[src/rtl/stopwatch_ctrl.sv]
// Stopwatch control: synchronized start/stop and lap/reset buttons drive a 4-state FSM,
// a run-gated tick prescaler, a lap counter and one-cycle datapath clear pulses.
module stopwatch_ctrl #(
    parameter int CLK_HZ  = 100000000,
    parameter int TICK_HZ = 1000
) (
    input  logic       clk,
    input  logic       reset,
    input  logic       btn_ss,
    input  logic       btn_lr,
    output logic       run,
    output logic       tick,
    output logic       clr,
    output logic       freeze,
    output logic [3:0] lap_cnt,
    output logic [1:0] state
);
    localparam int DIV = CLK_HZ / TICK_HZ;
    localparam int PW  = (DIV > 1) ? $clog2(DIV) : 1;

    generate
        if (DIV < 2) begin : g_div_chk
            $error("stopwatch_ctrl: CLK_HZ/TICK_HZ must be >= 2");
        end
    endgenerate

    typedef enum logic [1:0] {
        S_IDLE  = 2'b00,
        S_RUN   = 2'b01,
        S_LAP   = 2'b10,
        S_PAUSE = 2'b11
    } state_t;

    state_t          r_state;
    logic            r_run;
    logic            r_freeze;
    logic            r_clr;
    logic [3:0]      r_lap;
    logic [PW-1:0]   r_presc;
    logic [1:0]      r_ss_sync;
    logic [1:0]      r_lr_sync;
    logic            r_ss_q;
    logic            r_lr_q;

    logic            w_ss_press;
    logic            w_lr_press;
    logic            w_presc_last;

    assign w_ss_press   = r_ss_sync[1] & ~r_ss_q;
    assign w_lr_press   = r_lr_sync[1] & ~r_lr_q;
    assign w_presc_last = (r_presc == PW'(DIV - 1));

    always_ff @(posedge clk or posedge reset) begin
        if (reset) begin
            r_state   <= S_IDLE;
            r_run     <= 1'b0;
            r_freeze  <= 1'b0;
            r_clr     <= 1'b0;
            r_lap     <= 4'd0;
            r_presc   <= '0;
            r_ss_sync <= 2'b00;
            r_lr_sync <= 2'b00;
            r_ss_q    <= 1'b0;
            r_lr_q    <= 1'b0;
        end else begin
            r_ss_sync <= {r_ss_sync[0], btn_ss};
            r_lr_sync <= {r_lr_sync[0], btn_lr};
            r_ss_q    <= r_ss_sync[1];
            r_lr_q    <= r_lr_sync[1];
            r_clr     <= 1'b0;

            if (r_run)
                r_presc <= w_presc_last ? '0 : r_presc + PW'(1);

            // start/stop wins: a same-cycle lap/reset press is dropped
            case (r_state)
                S_IDLE: begin
                    if (w_ss_press) begin
                        r_state <= S_RUN;
                        r_run   <= 1'b1;
                    end else if (w_lr_press) begin
                        r_clr   <= 1'b1;
                        r_lap   <= 4'd0;
                        r_presc <= '0;
                    end
                end
                S_RUN: begin
                    if (w_ss_press) begin
                        r_state <= S_PAUSE;
                        r_run   <= 1'b0;
                    end else if (w_lr_press) begin
                        r_state  <= S_LAP;
                        r_freeze <= 1'b1;
                        if (r_lap != 4'd15)
                            r_lap <= r_lap + 4'd1;
                    end
                end
                S_LAP: begin
                    if (w_ss_press) begin
                        r_state  <= S_PAUSE;
                        r_run    <= 1'b0;
                        r_freeze <= 1'b0;
                    end else if (w_lr_press) begin
                        r_state  <= S_RUN;
                        r_freeze <= 1'b0;
                    end
                end
                S_PAUSE: begin
                    if (w_ss_press) begin
                        r_state <= S_RUN;
                        r_run   <= 1'b1;
                    end else if (w_lr_press) begin
                        r_state <= S_IDLE;
                        r_clr   <= 1'b1;
                        r_lap   <= 4'd0;
                        r_presc <= '0;
                    end
                end
                default: begin
                    r_state  <= S_IDLE;
                    r_run    <= 1'b0;
                    r_freeze <= 1'b0;
                end
            endcase
        end
    end

    assign run     = r_run;
    assign tick    = r_run & w_presc_last;
    assign clr     = r_clr;
    assign freeze  = r_freeze;
    assign lap_cnt = r_lap;
    assign state   = r_state;
endmodule

[config.mk]
export PLATFORM = sky130hd
export DESIGN_NAME = stopwatch_ctrl
export DESIGN_NICKNAME = d
export VERILOG_FILES = /design/src/rtl/stopwatch_ctrl.sv
export SDC_FILE = /design/constraint.sdc
export NUM_CORES = 1
export LEC_CHECK = 0
export CAP_MARGIN = 20
export CORE_UTILIZATION = 56
export DETAILED_ROUTE_END_ITERATION = 10
export PLACE_DENSITY = 0.79
export SETUP_SLACK_MARGIN = 0.3
export SYNTH_ARGS = -nofsm -noshare
export SYNTH_HDL_FRONTEND = slang
export SYNTH_SLANG_ARGS = --single-unit
[constraint.sdc]
create_clock -name clk -period 2.1 [get_ports clk]
set_input_delay 0.21 -clock clk [delete_from_list [all_inputs] [get_ports clk]]
set_output_delay 0.21 -clock clk [all_outputs]
set_load 0.01 [all_outputs]
==> impl_metrics.py <==
metrics = {
    "synth": {
        "ys.flop_type": "dfrtp_1",
        "synth_top_cell_area_share_pct": 49.6,
        "synth_area_leaders": "dfrtp_1 (50%), ha_1 (5.4%), nor2_1 (4.9%)",
        "synthDistinctLibCells": 37,
        "async_reset_ff_share_pct": 100,
        "synth_area_um2": 1620,
        "syn_nets": 173,
        "yosys_warnings": 0,
        "ys_ff_latch": 32,
        "avgSynthCellArea_um2": 9.97,
        "yosysMostFrequentCell": "dfrtp_1",
        "yosysTopAreaCell": "dfrtp_1",
        "synthTopCellsByCount": "dfrtp_1 (32), nor2_1 (21), nand4_1 (12)",
        "ys_seq_area_share_pct": 49.6,
        "synthCells": 162,
        "synth_edf_count": 0,
    },
    "finish": {
        "syn2layout_area_growth_pct": 21.4,
        "multi_input_area_um2": 793,
        "antenna_cells": 0,
        "final-seq-area_um2": 802,
        "nets": 201,
        "drive_above_1_share_pct": 17.8,
        "fillers": 193,
    },
    "global_route": {
        "grt_pass1_wl_um": 6030,
        "grt_use_total_pct": 25.2,
        "use_met2_pct": 38.6,
        "grt_max_degree": 33,
        "use_met3_pct": 5.12,
        "met1_usage_pct": 35.3,
        "overflow": 0,
        "busiest_layer": "met2",
        "grt_pass1_vias": 1308,
        "antenna_found_initial": 0,
    },
    "sta": {
        "setup_viol": 0,
        "rsz0062_at_grt": "true",
        "drv_slew": 0,
        "tns_ns": 0,
        "hold_viol_final": 0,
        "finalClockSkew_ns": 0.0113,
        "worstMarginPinSlew_ns": 0.412,
        "fin_crit_sh_pct": 82.7,
        "fin_crit_ns": 1.74,
        "fmax_mhz": 576,
        "relSlewSlack_pct": 72.5,
    },
    "pwr": {
        "power_density_nw_per_um2": 1090,
        "total_power_mw": 2.13,
        "power_frac_clock_pct": 17.0,
        "seq_power_share_pct": 41.4,
        "pwr-share-comb_pct": 41.5,
        "p_switching_mw": 0.818,
        "swShare_pct": 38.4,
        "p_leak_nw": 0.876,
        "internal-power_mw": 1.31,
        "vdd_drop_max_uv": 1050,
    },
    "drt": {
        "wl_per_cell_um": 15.3,
        "vias": 1327,
        "drt-initial-drc-count": 59,
        "drt.antenna.violating_nets": 0,
        "wirelength_um": 3390,
        "viasPerCell": 5.98,
        "drcViolationCount": 0,
        "drtPass1Iterations": 4,
    },
    "worst_setup_path": {
        "critPathArrivalTime_ns": 2.00,
        "cp-end-kind": "flip-flop",
        "r2r_start": "r_presc[6]",
        "crit_family": "simple AND/OR/NAND/NOR gates",
        "crit_chain": "buf_4 -> nand3_2 -> or4_4 -> or3_4 -> a21oi_2",
        "crit_path_start_kind": "flip-flop",
        "critical_path.max_stage_delay_ns": 0.52,
        "critPathMaxFanout": 6,
        "worstSetupPathType": "flip-flop to flip-flop",
        "critical_path_buf_inv_count": 1,
        "crit_required_ns": 2.37,
        "cp_slowest_cell": "or4_4",
        "startpoint": "r_presc[6]",
    },
    "run_status": {
        "status": "finished clean",
    },
    "cts": {
        "insertion_delay_ns": 0.33,
        "cts_tree": "built",
        "ctsHtreeMaxLevel": 2,
        "cts_buffers": 5,
        "cts_max_path_buffers": 2,
        "cts_root_buf": "clkbuf_4",
        "clock-sinks": 32,
        "clk_pin_slew_ns": 0.10,
    },
    "floorplan": {
        "die_h_um": 55.7,
        "die_w_um": 55.7,
        "start_util_pct": 59.1,
        "core.rowCount": 19,
        "core-area_um2": 2730,
        "io_pins": 14,
        "die-area_um2": 3100,
    },
    "placement": {
        "port_buffers": 13,
        "post-dp-hpwl_um": 2260,
        "globalplace.congestion": 0.876,
    },
    "min_path": {
        "hold_class": "input pin to asynchronous set/reset pin",
    },
    "job": {
        "cap_violations": 0,
    },
}
cell type report:
class	count	share of cell area, %
flip-flops and latches	32	40.9
multi-input cells	118	40.5
clock inverters	2	0.511
clock buffers	6	2.62
well taps	31	1.98
repair buffers	27	12.4
inverters	6	1.15
cells in the final DEF, fill, tap and decap left out, types with 3 or more instances in the layout:
master and count:
xor2_1 9, ha_1 5, inv_1 6, nand4_1 12
buf_4 13, nand2_1 10, clkbuf_4 5, o21ai_0 7
nand3_1 9, dfrtp_1 31, clkdlybuf4s50_1 12, a21oi_1 5
xnor2_1 4, nor2_1 21, a22o_1 3
path summary, 6_finish.rpt:
kind | endpoint | slack [ns] | cells past startpoint
hold reg to reg | r_ss_sync[1] | 0.37 | 0
hold / removal | r_lr_q | 0.25 | 3
setup / recovery | r_presc[16] | 0.36 | 5
min in group clk | r_lr_sync[0] | 0.33 | 1
setup reg to reg | r_presc[16] | 0.36 | 5
max in group asynchronous | r_presc[5] | 1.55 | 3
metrics by stage:
stage | hold WS (ns) | instance area (µm²) | util, % | instances | worst slack [ns]
detailed placement | 0.338 | 1800 | 65.7 | 205 | 0.292
floorplan | 0.241 | 1620 | - | 162 | 0.390
global placement | 0.338 | 1800 | 65.7 | 205 | 0.320
CTS | 0.266 | 1930 | 70.4 | 221 | 0.321
finish | 0.254 | 1960 | 71.7 | 222 | 0.364
global route | 0.321 | 1960 | 71.7 | 222 | 0.263
registers in the layout (all words and copies together), names as in the netlist:
register / count
clr: 1
freeze: 1
lap_cnt: 4
r_lr_q: 1
r_lr_sync: 2
r_presc: 17
r_ss_q: 1
r_ss_sync: 2
run: 1
state: 2
worst register-to-register path: stages, from the launching register on:
cell,delay [ns]
dfrtp_1,0.40
buf_4,0.13
nand3_2,0.09
or4_4,0.52
or3_4,0.39
a21oi_2,0.14
power by group through the flow:
stage	Combinational (mW)	Sequential, mW	Clock [mW]
3_5_place_dp	0.845	0.888	0
5_1_grt	0.978	0.900	0.397
2_1_floorplan	0.517	0.894	0
4_1_cts	0.857	0.879	0.379
6_report	0.885	0.884	0.363
3_3_place_gp	0.807	0.874	0
what timing repair did:
item,CTS,global route
buffers inserted,8,1
hold buffers,0,0
endpoints found under the setup margin,8,20
pin swaps,2,2
hold endpoints to repair,0,0
resized for setup,4,6
per-layer routing:
layer / vias to the layer above / wire [µm] / share of wire, %
li1: 636 / - / -
met1: 633 / 1540 / 45
met2: 49 / 1600 / 47
met3: 9 / 194 / 5.7
met4: 0 / 61 / 1.8
met5: - / 0 / 0
logic make-up (layout without fill, tap and decap cells):
group | Yosys count | count (layout) | synth area share, %
simple gates | 70 | 70 | 22.9
flops | 32 | 32 | 49.6
compound gates | 26 | 26 | 10.8
xor+xnor | 13 | 13 | 7.05
buf+inv | 12 | 41 | 3.02
fa+ha+maj | 7 | 7 | 5.42
mux | 2 | 2 | 1.24
Note: power is estimated with default switching activity, not from simulation.
